### config.mk
export PLATFORM = sky130hd
export DESIGN_NAME = csr_commit_ctrl
export DESIGN_NICKNAME = d
export VERILOG_FILES = /design/src/rtl/csr_commit_ctrl.sv
export SDC_FILE = /design/constraint.sdc
export NUM_CORES = 1
export LEC_CHECK = 0
export BUFFER_PORTS_ARGS = -buffer_cell sky130_fd_sc_hd__buf_2
export CAP_MARGIN = 20
export CORE_ASPECT_RATIO = 0.8
export CORE_MARGIN = 2
export CORE_UTILIZATION = 45
export CTS_CLUSTER_DIAMETER = 30
export CTS_CLUSTER_SIZE = 20
export DETAILED_ROUTE_END_ITERATION = 10
export PLACE_DENSITY_LB_ADDON = 0.05
export SLEW_MARGIN = 30
export SYNTH_ARGS = -nofsm -noshare
export SYNTH_HDL_FRONTEND = slang
export SYNTH_SLANG_ARGS = --single-unit
export TNS_END_PERCENT = 1
### constraint.sdc
create_clock -name clk -period 4.1 [get_ports clk]
set_input_delay 0.615 -clock clk [delete_from_list [all_inputs] [get_ports clk]]
set_output_delay 0.615 -clock clk [all_outputs]
set_load 0.03 [all_outputs]
### src/rtl/csr_commit_ctrl.sv
// Writeback commit controller: turns each retiring instruction into a CSR write,
// an exception flush or an ertn flush, then holds off commits through a drain window.
module csr_commit_ctrl #(
    parameter int DRAIN_CYCLES = 2,
    parameter int CSR_ADDR_W   = 14
) (
    input  logic                  clk,
    input  logic                  reset,
    input  logic                  ws_valid,
    input  logic [31:0]           ws_pc,
    input  logic [4:0]            ws_ex,
    input  logic                  ws_ertn,
    input  logic                  ws_csr_we,
    input  logic [CSR_ADDR_W-1:0] ws_csr_num,
    input  logic [31:0]           ws_csr_wdata,
    input  logic                  has_int,
    input  logic [31:0]           csr_eentry,
    input  logic [31:0]           csr_era,
    output logic                  ws_allowin,
    output logic                  csr_wr_en,
    output logic [CSR_ADDR_W-1:0] wr_addr,
    output logic [31:0]           wr_data,
    output logic                  excp_flush,
    output logic                  ertn_flush,
    output logic [31:0]           era_in,
    output logic [5:0]            ecode_in,
    output logic [8:0]            esubcode_in,
    output logic                  flush_valid,
    output logic [31:0]           flush_pc
);

    localparam int CNT_W = (DRAIN_CYCLES > 1) ? $clog2(DRAIN_CYCLES) : 1;

    localparam logic [1:0] S_IDLE  = 2'd0;
    localparam logic [1:0] S_FLUSH = 2'd1;
    localparam logic [1:0] S_DRAIN = 2'd2;

    logic [1:0]            state_p1;
    logic [CNT_W-1:0]      drain_cnt_p1;
    logic                  int_pending_p1;
    logic                  csr_wr_en_p1;
    logic [CSR_ADDR_W-1:0] wr_addr_p1;
    logic [31:0]           wr_data_p1;
    logic                  excp_flush_p1;
    logic                  ertn_flush_p1;
    logic [31:0]           era_in_p1;
    logic [5:0]            ecode_in_p1;
    logic                  flush_valid_p1;
    logic [31:0]           flush_pc_p1;

    logic                  commit_p0;
    logic                  excp_hit_p0;
    logic [5:0]            ecode_p0;

    // Stage p0: classify the retiring instruction
    always_comb begin
        commit_p0   = ws_valid && (state_p1 == S_IDLE);
        excp_hit_p0 = int_pending_p1 || (|ws_ex);
        if (int_pending_p1)  ecode_p0 = 6'h00;
        else if (ws_ex[0])   ecode_p0 = 6'h08;
        else if (ws_ex[1])   ecode_p0 = 6'h0D;
        else if (ws_ex[2])   ecode_p0 = 6'h0B;
        else if (ws_ex[3])   ecode_p0 = 6'h0C;
        else                 ecode_p0 = 6'h09;
    end

    // Stage p1: registered commands and flush sequencing
    always_ff @(posedge clk) begin
        if (reset) begin
            state_p1       <= S_IDLE;
            drain_cnt_p1   <= '0;
            int_pending_p1 <= 1'b0;
            csr_wr_en_p1   <= 1'b0;
            wr_addr_p1     <= '0;
            wr_data_p1     <= '0;
            excp_flush_p1  <= 1'b0;
            ertn_flush_p1  <= 1'b0;
            era_in_p1      <= '0;
            ecode_in_p1    <= '0;
            flush_valid_p1 <= 1'b0;
            flush_pc_p1    <= '0;
        end else begin
            int_pending_p1 <= has_int;
            csr_wr_en_p1   <= 1'b0;
            excp_flush_p1  <= 1'b0;
            ertn_flush_p1  <= 1'b0;
            flush_valid_p1 <= 1'b0;

            case (state_p1)
                S_FLUSH: begin
                    state_p1     <= S_DRAIN;
                    drain_cnt_p1 <= CNT_W'(DRAIN_CYCLES - 1);
                end
                S_DRAIN: begin
                    if (drain_cnt_p1 == '0) state_p1 <= S_IDLE;
                    else                    drain_cnt_p1 <= drain_cnt_p1 - CNT_W'(1);
                end
                default: begin
                    if (commit_p0) begin
                        // An excepting instruction never executes, so its ertn/CSR write is dropped
                        if (excp_hit_p0) begin
                            excp_flush_p1  <= 1'b1;
                            era_in_p1      <= ws_pc;
                            ecode_in_p1    <= ecode_p0;
                            flush_valid_p1 <= 1'b1;
                            flush_pc_p1    <= csr_eentry;
                            state_p1       <= S_FLUSH;
                        end else if (ws_ertn) begin
                            ertn_flush_p1  <= 1'b1;
                            flush_valid_p1 <= 1'b1;
                            flush_pc_p1    <= csr_era;
                            state_p1       <= S_FLUSH;
                        end else if (ws_csr_we) begin
                            csr_wr_en_p1   <= 1'b1;
                            wr_addr_p1     <= ws_csr_num;
                            wr_data_p1     <= ws_csr_wdata;
                        end
                    end
                end
            endcase
        end
    end

    assign ws_allowin  = (state_p1 == S_IDLE);
    assign csr_wr_en   = csr_wr_en_p1;
    assign wr_addr     = wr_addr_p1;
    assign wr_data     = wr_data_p1;
    assign excp_flush  = excp_flush_p1;
    assign ertn_flush  = ertn_flush_p1;
    assign era_in      = era_in_p1;
    assign ecode_in    = ecode_in_p1;
    assign esubcode_in = 9'd0;
    assign flush_valid = flush_valid_p1;
    assign flush_pc    = flush_pc_p1;

endmodule

# After elaboration in Yosys (flattened, before gate mapping)
# Index checks and enable logic that the tools add are counted.
# totals
register_bits	124
in_bits	153
# op_classes
n_reduce_logical	16
eq_ne	3
mux	18
bitwise	4
n_addsub	1
# op_table
operator	n
32-bit two-way mux	2
3-bit two-way mux	4
5-bit OR reduction	2
3-bit AND reduction	3
2-bit two-way mux	4
6-bit OR reduction	1
1-bit two-way mux	5
5-bit AND reduction	1
4-bit two-way mux	1
1-bit inverter	4
2-bit case mux with 2 select lines	1
2-bit nonzero test	2
4-bit nonzero test	1
4-bit OR reduction	1
3-bit nonzero test	1
2-bit by 1-bit equality test with 1-bit output (second input constant)	1
2-bit equality test (second input constant)	1
2-bit zero test	1
2-bit inequality test (second input constant)	1
1-bit case mux with 2 select lines	1
2-bit OR reduction	1
1-bit logical AND	1
1-bit logical OR	1
1-bit subtractor (second input constant)	1

# Depth between registers and ports, before layout
# Gate-level depths: netlist of run 1.
# logic_depth
depth_word	5
ltp_mapped	8
depth_no_buf	6

# Least setup slack after synthesis of run 1
# OpenSTA, ideal clock, no wires.
# synth_path
path_kind	register to register
from	register state_p1[0]
to	register flush_pc_p1[12], in the netlist flush_pc[12]
path_stages_with_launch	8
t_arrival_ns	1.689
setup_ns	0.135
period_less_slack_ns	1.824
setup_slack_ns	2.276
path_cell_list	dfxtp_1 inv_1 ha_1 nand3b_1 buf_4 clkbuf_1 nor4_1 a221oi_2
# synth_between
word_cells_on_any_way	7
# synth_rtl
item	line	text
start: declaration	38	logic [1:0] state_p1;
start signal: assignment	70	state_p1 <= S_IDLE;
start signal: assignment	91	state_p1 <= S_DRAIN;
start signal: assignment	95	if (drain_cnt_p1 == '0) state_p1 <= S_IDLE;
2-bit zero test	-	
via ws_allowin	19	output logic ws_allowin,
1-bit logical AND	57	commit_p0 = ws_valid && (state_p1 == S_IDLE);
3-bit AND reduction (no source line)	-	
end signal: assignment	106	flush_pc_p1 <= csr_eentry;
end signal: assignment	111	flush_pc_p1 <= csr_era;
end: declaration	49	logic [31:0] flush_pc_p1;
# The timed path passes the listed nets, and every way through them passes these cells.
# A chain may end at the register's enable or synchronous reset.

# Final worst setup path of run 1
# layout_path
from	register state_p1[0]
to	register flush_pc_p1[2], in the netlist flush_pc[2]
# layout_between
elab_chain_len	4
word_cells_on_any_way	7
# layout_rtl
item	line	text
2-bit equality test / 2-bit by 1-bit equality test with 1-bit output (equally long branches)	89	case (state_p1)
2-bit OR reduction (no source line)	-	
1-bit inverter (no source line)	-	
3-bit AND reduction (no source line) *	-	
# Mark *: on every way between the ends. The rest lies on a longest branch, timed or not.

==> results of run 1 <==
where the power goes:
part	leakage (nW)	switching (mW)	internal, mW
registers	0.994	0.124	1.43
logic	1.81	0.994	0.425
clock network	0.296	0.483	1.02
total	3.10	1.60	2.87
logic make-up (layout without fill, tap and decap cells):
family                   count (synthesis)  after routing  synth area share
AO/OA/AOI/OAI                          124            124            0.1574
AND/OR/NAND/NOR                        280            280            0.2580
flip-flops                             122            122            0.4972
other                                    1             11         0.0007634
adder cells (fa/ha/maj)                  3              3          0.007642
multiplexers                             1              1          0.002038
buffers and inverters                   67            311           0.07692
per-stage QoR:
stage          hold slack, ns  cell area (sq um)
6_report               0.4413               6793
5_1_grt                0.4303               6793
4_1_cts                0.4289               6793
3_5_place_dp           0.4441               6183
3_3_place_gp           0.4388               6177
2_1_floorplan          0.4533               4950
worst max-delay path by stage:
| stage | start | end | cells past startpoint |
|---|---|---|---|
| CTS | state_p1[0] | flush_pc[11] | 8 |
| floorplan | state_p1[0] | flush_pc[12] | 7 |
| global placement | ws_ex[3] | flush_pc[13] | 5 |
| global route | state_p1[0] | flush_pc[25] | 8 |
| finish | state_p1[0] | flush_pc[2] | 8 |
| detailed placement | state_p1[0] | flush_pc[11] | 8 |
flip-flops by register name (all words and copies together), names as in the netlist:
signal,flops
era_in,32
flush_pc,32
wr_data,32
wr_addr,14
ecode_in,4
state_p1,2
csr_wr_en,1
drain_cnt_p1,1
ertn_flush,1
excp_flush,1
flush_valid,1
int_pending_p1,1
critical path, cell delays in order (launching register included):
cell and delay [ns]:
dfxtp_1 0.36, inv_1 0.08, ha_1 0.36, nand3b_1 0.22, buf_4 0.54, nor2_1 0.08, nand2_1 0.09, buf_4 0.35
a221oi_1 0.14
Yosys cell counts:
cell | number | area [sq um]
nand2_1 | 162 | 608.1
dfxtp_1 | 122 | 2442
a21oi_1 | 84 | 420.4
nor2_1 | 40 | 150.1
nand2b_1 | 34 | 212.7
nor4_1 | 33 | 206.5
clkbuf_1 | 31 | 116.4
a221oi_1 | 30 | 262.8
buf_4 | 15 | 112.6
buf_2 | 8 | 40.04
buf_6 | 8 | 90.09
inv_1 | 5 | 18.77
a211oi_1 | 4 | 30.03
ha_1 | 3 | 37.54
a221oi_2 | 2 | 30.03
nand3b_1 | 2 | 15.01
a21o_1 | 1 | 7.510
a21oi_2 | 1 | 8.760
and3b_1 | 1 | 8.760
and4_1 | 1 | 8.760
conb_1 | 1 | 3.750
mux2i_1 | 1 | 10.01
nand3_1 | 1 | 5.000
nand4_1 | 1 | 6.260
nor2b_1 | 1 | 6.260
nor3_1 | 1 | 5.000
nor4_4 | 1 | 21.27
o21ai_0 | 1 | 5.000
o41ai_1 | 1 | 8.760
or2_2 | 1 | 6.260
or4_1 | 1 | 7.510
final cells by class:
type / count / area, sq um
Sequential cell: 122 / 2442
Clock inverter: 7 / 115.1
Clock buffer: 22 / 494.2
Timing Repair Buffer: 277 / 1404
Multi-Input combinational cell: 419 / 2138
Inverter: 5 / 18.77
Fill cell: 969 / 3970
Tap cell: 144 / 180.2
routing by layer:
layer	up-vias	GRT usage
li1	2507	-
met1	2235	0.2733
met2	207	0.3911
met3	24	0.08862
met4	0	0.08050
met5	-	0
==> qor.yml, run 1 <==
clocking:
  path_clk_slew_ns: 0.05
  ctsRootBufferMaster: "clkbuf_16"
  cts_setup_buffers: 0
  cts_buffers: 17
  cts_tree: "built"
  cts_sinks: 122
  cts-htree-levels: 4
  cts.path.max_buffers: 2
  postCtsResizedCells: 0
  clock_latency_ns: 0.39
  postCtsHoldBufs: 0
layout:
  finalNetCount: 998
  syn_to_final_growth_pct: 38.28
  diodes: 0
  mostFrequentLayoutCell: "buf_2"
  utilization: 0.6311
  final_layout_size_suffix_gt1_frac: 0.3685
  layout_common_cells: "270 x buf_2, 161 x nand2_1, 122 x dfxtp_1"
  stdcell_count: 996
floorplanning:
  die_h_microns: 97.45
  start_util: 0.4564
  die_area_sq_um: 11770
  ios: 283
  die_w_microns: 120.8
  core_sq_um: 10760
  fp-row-count: 34
synth:
  yosysUniqueCellTypes: 31
  yosys_warnings: 0
  syn_area_sq_um: 4912
  synthCells: 598
  syn_area_per_cell_sq_um: 8.214
  synth-seq-cells: 122
  seq_area_frac_synth: 0.4972
timing:
  tightest_slew_ns: 0.6988
  worst_slack_ns: 1.723
  slew_violations: 0
  period_share: 0.5797
  fin_setup_tns_ns: 0
  finalCriticalPeriod_ns: 2.377
  max_freq_ghz: 0.4207
  hold_viol_final: 0
  report.final.setup_viol: 0
  final.setup_skew_ns: 0.008610
  rsz0062_at_grt: "false"
  relSlewSlack: 0.5341
grt:
  grt_pass1_vias: 4606
  antenna_found_initial: 0
  grt_start_max_net_pins: 76
  grtUsageTotal: 0.2335
  gr-total-overflow: 0
  grt_pass1_wl_mm: 22.10
min_path:
  hold_depth: 2
  hp-class: "input port to flip-flop"
  min_to: "int_pending_p1"
  min_from: "has_int"
placement:
  dpl_worst_slack_ns: 1.710
  place_congestion: 0.7683
  port_buffers: 271
  dpl.hpwl_mm: 9.735
  dp_cells: 967
job:
  maxCapViolCount: 0
power:
  vdd_drop_max_uv: 487.9
  power.total_mw: 4.476
  leakage_nw: 3.103
  power.density_nw_per_um2: 658.9
worst_setup_path:
  worstReg2RegEnd: "flush_pc[2]"
  reg2regPathDepth: 8
  start_kind: "flip-flop"
  crit_arrival_ns: 2.60
  worstPathRequired_ns: 4.33
  crit_path_end_kind: "flip-flop"
  crit_type: "flip-flop to flip-flop"
  r2r_start: "state_p1[0]"
  reg2reg_setup_slack_ns: 1.72
  worst-path-max-fanout: 65
route:
  drt_iter0_drc: 317
  dr.pass1.iters: 4
  routed-wl-met2_mm: 6.829
  via_per_inst: 4.993
  route.met3.wl_mm: 1.128
  top_layer: "met4"
  routed_wl_mm: 13.91
  wire_per_inst_microns: 13.96
  vias: 4973
  m1WireLength_mm: 5.667
  ant_nets: 0
  drc_errors: 0
status:
  status: "completed"
(Power assumes the default switching activity.)
==> inputs of run 2 (changes only) <==
- CORE_UTILIZATION: 45 -> 40
- clock period: 4.1 -> 2.15 ns (I/O delays scaled with it)
==> run 2 against run 1 <==
Compared with the run above:
- clock skew fell by 0.00097 ns
- fmax is 21% higher
- final cell count up 1.6%
- critical path depth shrank 1
- total power is 90% higher
- non-clock buffer count grew 6
- sequential cell count is the same
- count of clock-buffer cells in the layout increased by 3
- sequential power is 90% higher
- largest power group unchanged
==> qor.yml, run 2 (synthesis gave the netlist of run 1 again) <==
timing:
  period_share: 0.9147
  relSlewSlack: 0.6645
  finalCriticalPeriod_ns: 1.967
  max_freq_ghz: 0.5085
  fin_setup_tns_ns: 0
  final.setup_skew_ns: 0.007642
  hold_viol_final: 0
  tightest_slew_ns: 0.5032
  slew_violations: 0
  rsz0062_at_grt: "true"
  report.final.setup_viol: 0
clocking:
  cts.path.max_buffers: 2
  ctsRootBufferMaster: "clkbuf_16"
  cts-htree-levels: 4
  postCtsHoldBufs: 0
  cts_sinks: 122
  cts_tree: "built"
  clock_latency_ns: 0.41
  cts_buffers: 17
  path_clk_slew_ns: 0.05
route:
  wire_per_inst_microns: 14.55
  dr.pass1.iters: 4
  routed_wl_mm: 14.73
  drt_iter0_drc: 225
  drc_errors: 0
  via_per_inst: 4.992
  vias: 5052
  ant_nets: 0
power:
  leakage_nw: 3.143
  power.density_nw_per_um2: 1236
  vdd_drop_max_uv: 708.7
layout:
  mostFrequentLayoutCell: "buf_2"
  nFillCells: 1126
  diodes: 0
  utilization: 0.5704
  layout_common_cells: "270 x buf_2, 161 x nand2_1, 122 x dfxtp_1"
  syn_to_final_growth_pct: 40.17
  finalNetCount: 1004
  final_layout_size_suffix_gt1_frac: 0.3709
grt:
  antenna_found_initial: 0
  gr-total-overflow: 0
  grt_start_max_net_pins: 66
  grt_pass1_wl_mm: 22.61
  grtUsageTotal: 0.2190
  grt_pass1_vias: 4668
min_path:
  hp-class: "input port to flip-flop"
  hold_depth: 2
floorplanning:
  die_area_sq_um: 13190
  start_util: 0.4069
  die_h_microns: 103.1
  core_sq_um: 12070
  ios: 283
  fp-row-count: 36
  die_w_microns: 127.9
status:
  status: "completed"
worst_setup_path:
  worstPathRequired_ns: 2.46
  worst-path-max-fanout: 33
  start_kind: "flip-flop"
  crit_arrival_ns: 2.27
  reg2regPathDepth: 7
  crit_path_end_kind: "flip-flop"
  crit_type: "flip-flop to flip-flop"
placement:
  place_congestion: 0.7933
  dpl.hpwl_mm: 10.15
  port_buffers: 271
job:
  maxCapViolCount: 0
[run 2: changes by cell type in the layout (fill, tap and decap cells not counted), sizes merged]
| cell | before | now |
|---|---|---|
| clkbuf | 22 | 25 |
| buf | 277 | 283 |
| bufinv | 3 | 1 |
| clkinv | 2 | 4 |
| clkinvlp | 2 | 1 |
[run 2: repair_timing]
| action | in CTS | in global routing |
|---|---|---|
| resized for setup | 0 | 1 |
| setup endpoints to repair | 0 | 5 |
| setup buffers | 0 | 0 |
[run 2: worst max-delay path: stages, from the launching register on]
cell,delay [ns]
dfxtp_1,0.36
inv_1,0.08
ha_1,0.36
nand3b_1,0.33
nor2_1,0.15
nand2_1,0.10
buf_12,0.18
a221oi_1,0.29
[run 2: per-stage QoR]
stage	power [mW]	setup WS, ns	hold WS [ns]	cell area [sq um]	std cells
final	8.509	0.1833	0.1253	6885	1012
after detailed placement	5.825	0.2081	0.4436	6307	981
after floorplan	4.922	0.3263	0.4507	4950	608
after CTS	8.585	0.1829	0.1060	6884	1012
after global routing	8.955	-0.003206	0.1352	6885	1012
after global placement	5.774	0.2852	0.4390	6307	981
[run 2: layout make-up]
class | instances | area, sq um | share of cell area
Inverter | 5 | 18.77 | 0.002726
Tap cell | 152 | 190.2 | 0.02762
Clock buffer | 25 | 515.5 | 0.07487
Multi-Input combinational cell | 419 | 2133 | 0.3098
Clock inverter | 6 | 61.31 | 0.008904
Timing Repair Buffer | 283 | 1524 | 0.2213
Sequential cell | 122 | 2442 | 0.3547
[run 2: final timing paths]
check / slack [ns] / from / endpoint
max reg2reg: 0.18 / state_p1[0] / flush_pc[15]
min reg2reg: 0.45 / wr_data[23] / wr_data[23]
min: 0.13 / has_int / int_pending_p1
max: 0.18 / state_p1[0] / flush_pc[15]
[run 2: per-layer routing]
metal  share of wire  vias to the layer above  wire [microns]  track usage
met1            0.43                     2312            6292       0.2702
met2            0.47                      206            6984       0.3521
met3           0.080                       20            1178      0.06798
met4           0.018                        0             270       0.1074
met5               0                        -               0            0
li1                -                     2514               -            -
[run 2: where the power goes]
group	leakage (nW)	total (mW)	switching [mW]	internal [mW]
logic	1.86	2.84	1.94	0.908
registers	0.994	2.94	0.222	2.72
clock network	0.285	2.73	0.963	1.76
==> inputs of run 3 (changes only) <==
- CORE_UTILIZATION: 40 -> 44
- SKIP_LAST_GASP: unset -> 1
- TNS_END_PERCENT: 1 -> unset
- clock period: 2.15 -> 2.1 ns (I/O delays scaled with it)
==> run 3 against run 2 <==
Compared with the run above:
- critical endpoint is now era_in[3]
- sequential power rose by 2%
- largest power group is now the clock network
- register-to-register slack gained 0.04 ns
- largest cell class unchanged
- global-route usage grew 1.8 points
- critical path depth up 1
- utilization is 6.7 points higher
- wire length is 1.1% lower
- final cell count down 0.40%
- highest routed layer unchanged
==> qor.yml, run 3 (synthesis gave the netlist of run 1 again) <==
status:
  status: "completed"
placement:
  port_buffers: 271
  place_congestion: 0.8054
  dpl.hpwl_mm: 10.16
  dpl_worst_slack_ns: 0.06894
  place_area_sq_um: 6287
layout:
  stdcell_area_sq_um: 6947
  finalNetCount: 1007
  utilization: 0.6379
  syn_to_final_growth_pct: 41.42
  seq_area_sq_um: 2442
  final_layout_size_suffix_gt1_frac: 0.3738
  nFillCells: 976
  diodes: 0
  multi_input_area_sq_um: 2132
  layout_common_cells: "270 x buf_2, 161 x nand2_1, 122 x dfxtp_1"
  mostFrequentLayoutCell: "buf_2"
worst_setup_path:
  start_kind: "flip-flop"
  crit_path_end_kind: "flip-flop"
  crit_top_cell: "buf_4"
  max_stage_delay_ns: 0.36
  crit_type: "flip-flop to flip-flop"
  worst-path-max-fanout: 36
  slowest_stage: "ha_1"
  reg2reg_setup_slack_ns: 0.22
  path_cells: "inv_1, ha_1, nand3b_1, buf_4, a21o_1, buf_4, nand2_1, a21oi_1"
  crit_arrival_ns: 2.22
  worstPathRequired_ns: 2.44
power:
  power.total_mw: 9.089
  leakage_nw: 3.178
  power.density_nw_per_um2: 1308
  vdd_drop_max_uv: 836.8
grt:
  grtUsageTotal: 0.2374
  grt_pass1_vias: 4732
  grt_pass1_wl_mm: 22.60
  grt_start_max_net_pins: 66
  gr-total-overflow: 0
  antenna_found_initial: 0
timing:
  fin_setup_tns_ns: 0
  report.final.setup_viol: 0
  max_freq_ghz: 0.5327
  finalCriticalPeriod_ns: 1.877
  hold_viol_final: 0
  period_share: 0.8939
  rsz0062_at_grt: "false"
  slew_violations: 0
  final.setup_skew_ns: 0.008136
  worst_slack_ns: 0.2228
route:
  dr.pass1.iters: 6
  ant_nets: 0
  routed_wl_mm: 14.56
  wire_per_inst_microns: 14.44
  drt_iter0_drc: 233
  drc_errors: 0
  via_per_inst: 5.027
  vias: 5067
clocking:
  cts-htree-levels: 4
  path_clk_slew_ns: 0.05
  postCtsResizedCells: 0
  ctsRootBufferMaster: "clkbuf_16"
  cts.path.max_buffers: 2
  clock_latency_ns: 0.41
  cts_sinks: 122
  cts_setup_buffers: 0
  cts_tree: "built"
  cts_buffers: 17
  postCtsHoldBufs: 0
floorplanning:
  core_sq_um: 10890
  die_h_microns: 98.51
  die_area_sq_um: 12030
  start_util: 0.4511
  ios: 283
  fp-row-count: 34
  die_w_microns: 122.1
job:
  maxCapViolCount: 0
min_path:
  hp-class: "input port to flip-flop"
-- run 3: cell types whose count changed in the layout (fill, tap and decap cells not counted) --
cell	change
a21o_1	+1
clkbuf_8	-4
buf_4	+5
a21o_2	-1
clkinv_4	+1
clkbuf_1	-1
clkinv_2	+1
buf_12	-2
bufinv_16	+4
-- run 3: cell type report --
type,instances,share of cell area
clock inverters,12,0.02810
flip-flops and latches,122,0.3516
repair buffers,286,0.2190
inverters,5,0.002702
clock buffers,20,0.06574
well taps,144,0.02594
multi-input cells,419,0.3069
-- run 3: through the flow --
stage	std cells	hold slack (ns)
2_1_floorplan	608	0.4432
3_3_place_gp	975	0.4387
3_5_place_dp	975	0.4430
4_1_cts	1007	0.1194
5_1_grt	1008	0.1213
6_report	1008	0.1266
-- run 3: where the power goes --
| part | leakage, nW | switching [mW] | internal (mW) |
|---|---|---|---|
| logic | 1.86 | 1.98 | 0.915 |
| clock network | 0.320 | 1.02 | 2.16 |
| registers | 0.994 | 0.229 | 2.78 |
-- run 3: metal layers --
layer	vias up	wire (microns)	GRT usage
li1	2517	-	-
met1	2341	5905	0.2741
met2	182	7101	0.4018
met3	27	1216	0.08681
met4	0	335	0.09019
met5	-	0	0
-- run 3: worst paths after layout --
path	start	endpoint	depth (start not counted)
max	state_p1[0]	era_in[3]	8
min	has_int	int_pending_p1	2
max reg2reg	state_p1[0]	era_in[3]	8
min reg2reg	era_in[25]	era_in[25]	2
-- run 3: worst max-delay path, delay by kind of cell (launching register included) --
family / cells / cell delay, ns
buffers and inverters: 3 / 0.57
adders and majority gates: 1 / 0.36
DFF: 1 / 0.35
AOI/OAI and AO/OA: 2 / 0.27
and+or+nand+nor: 2 / 0.25
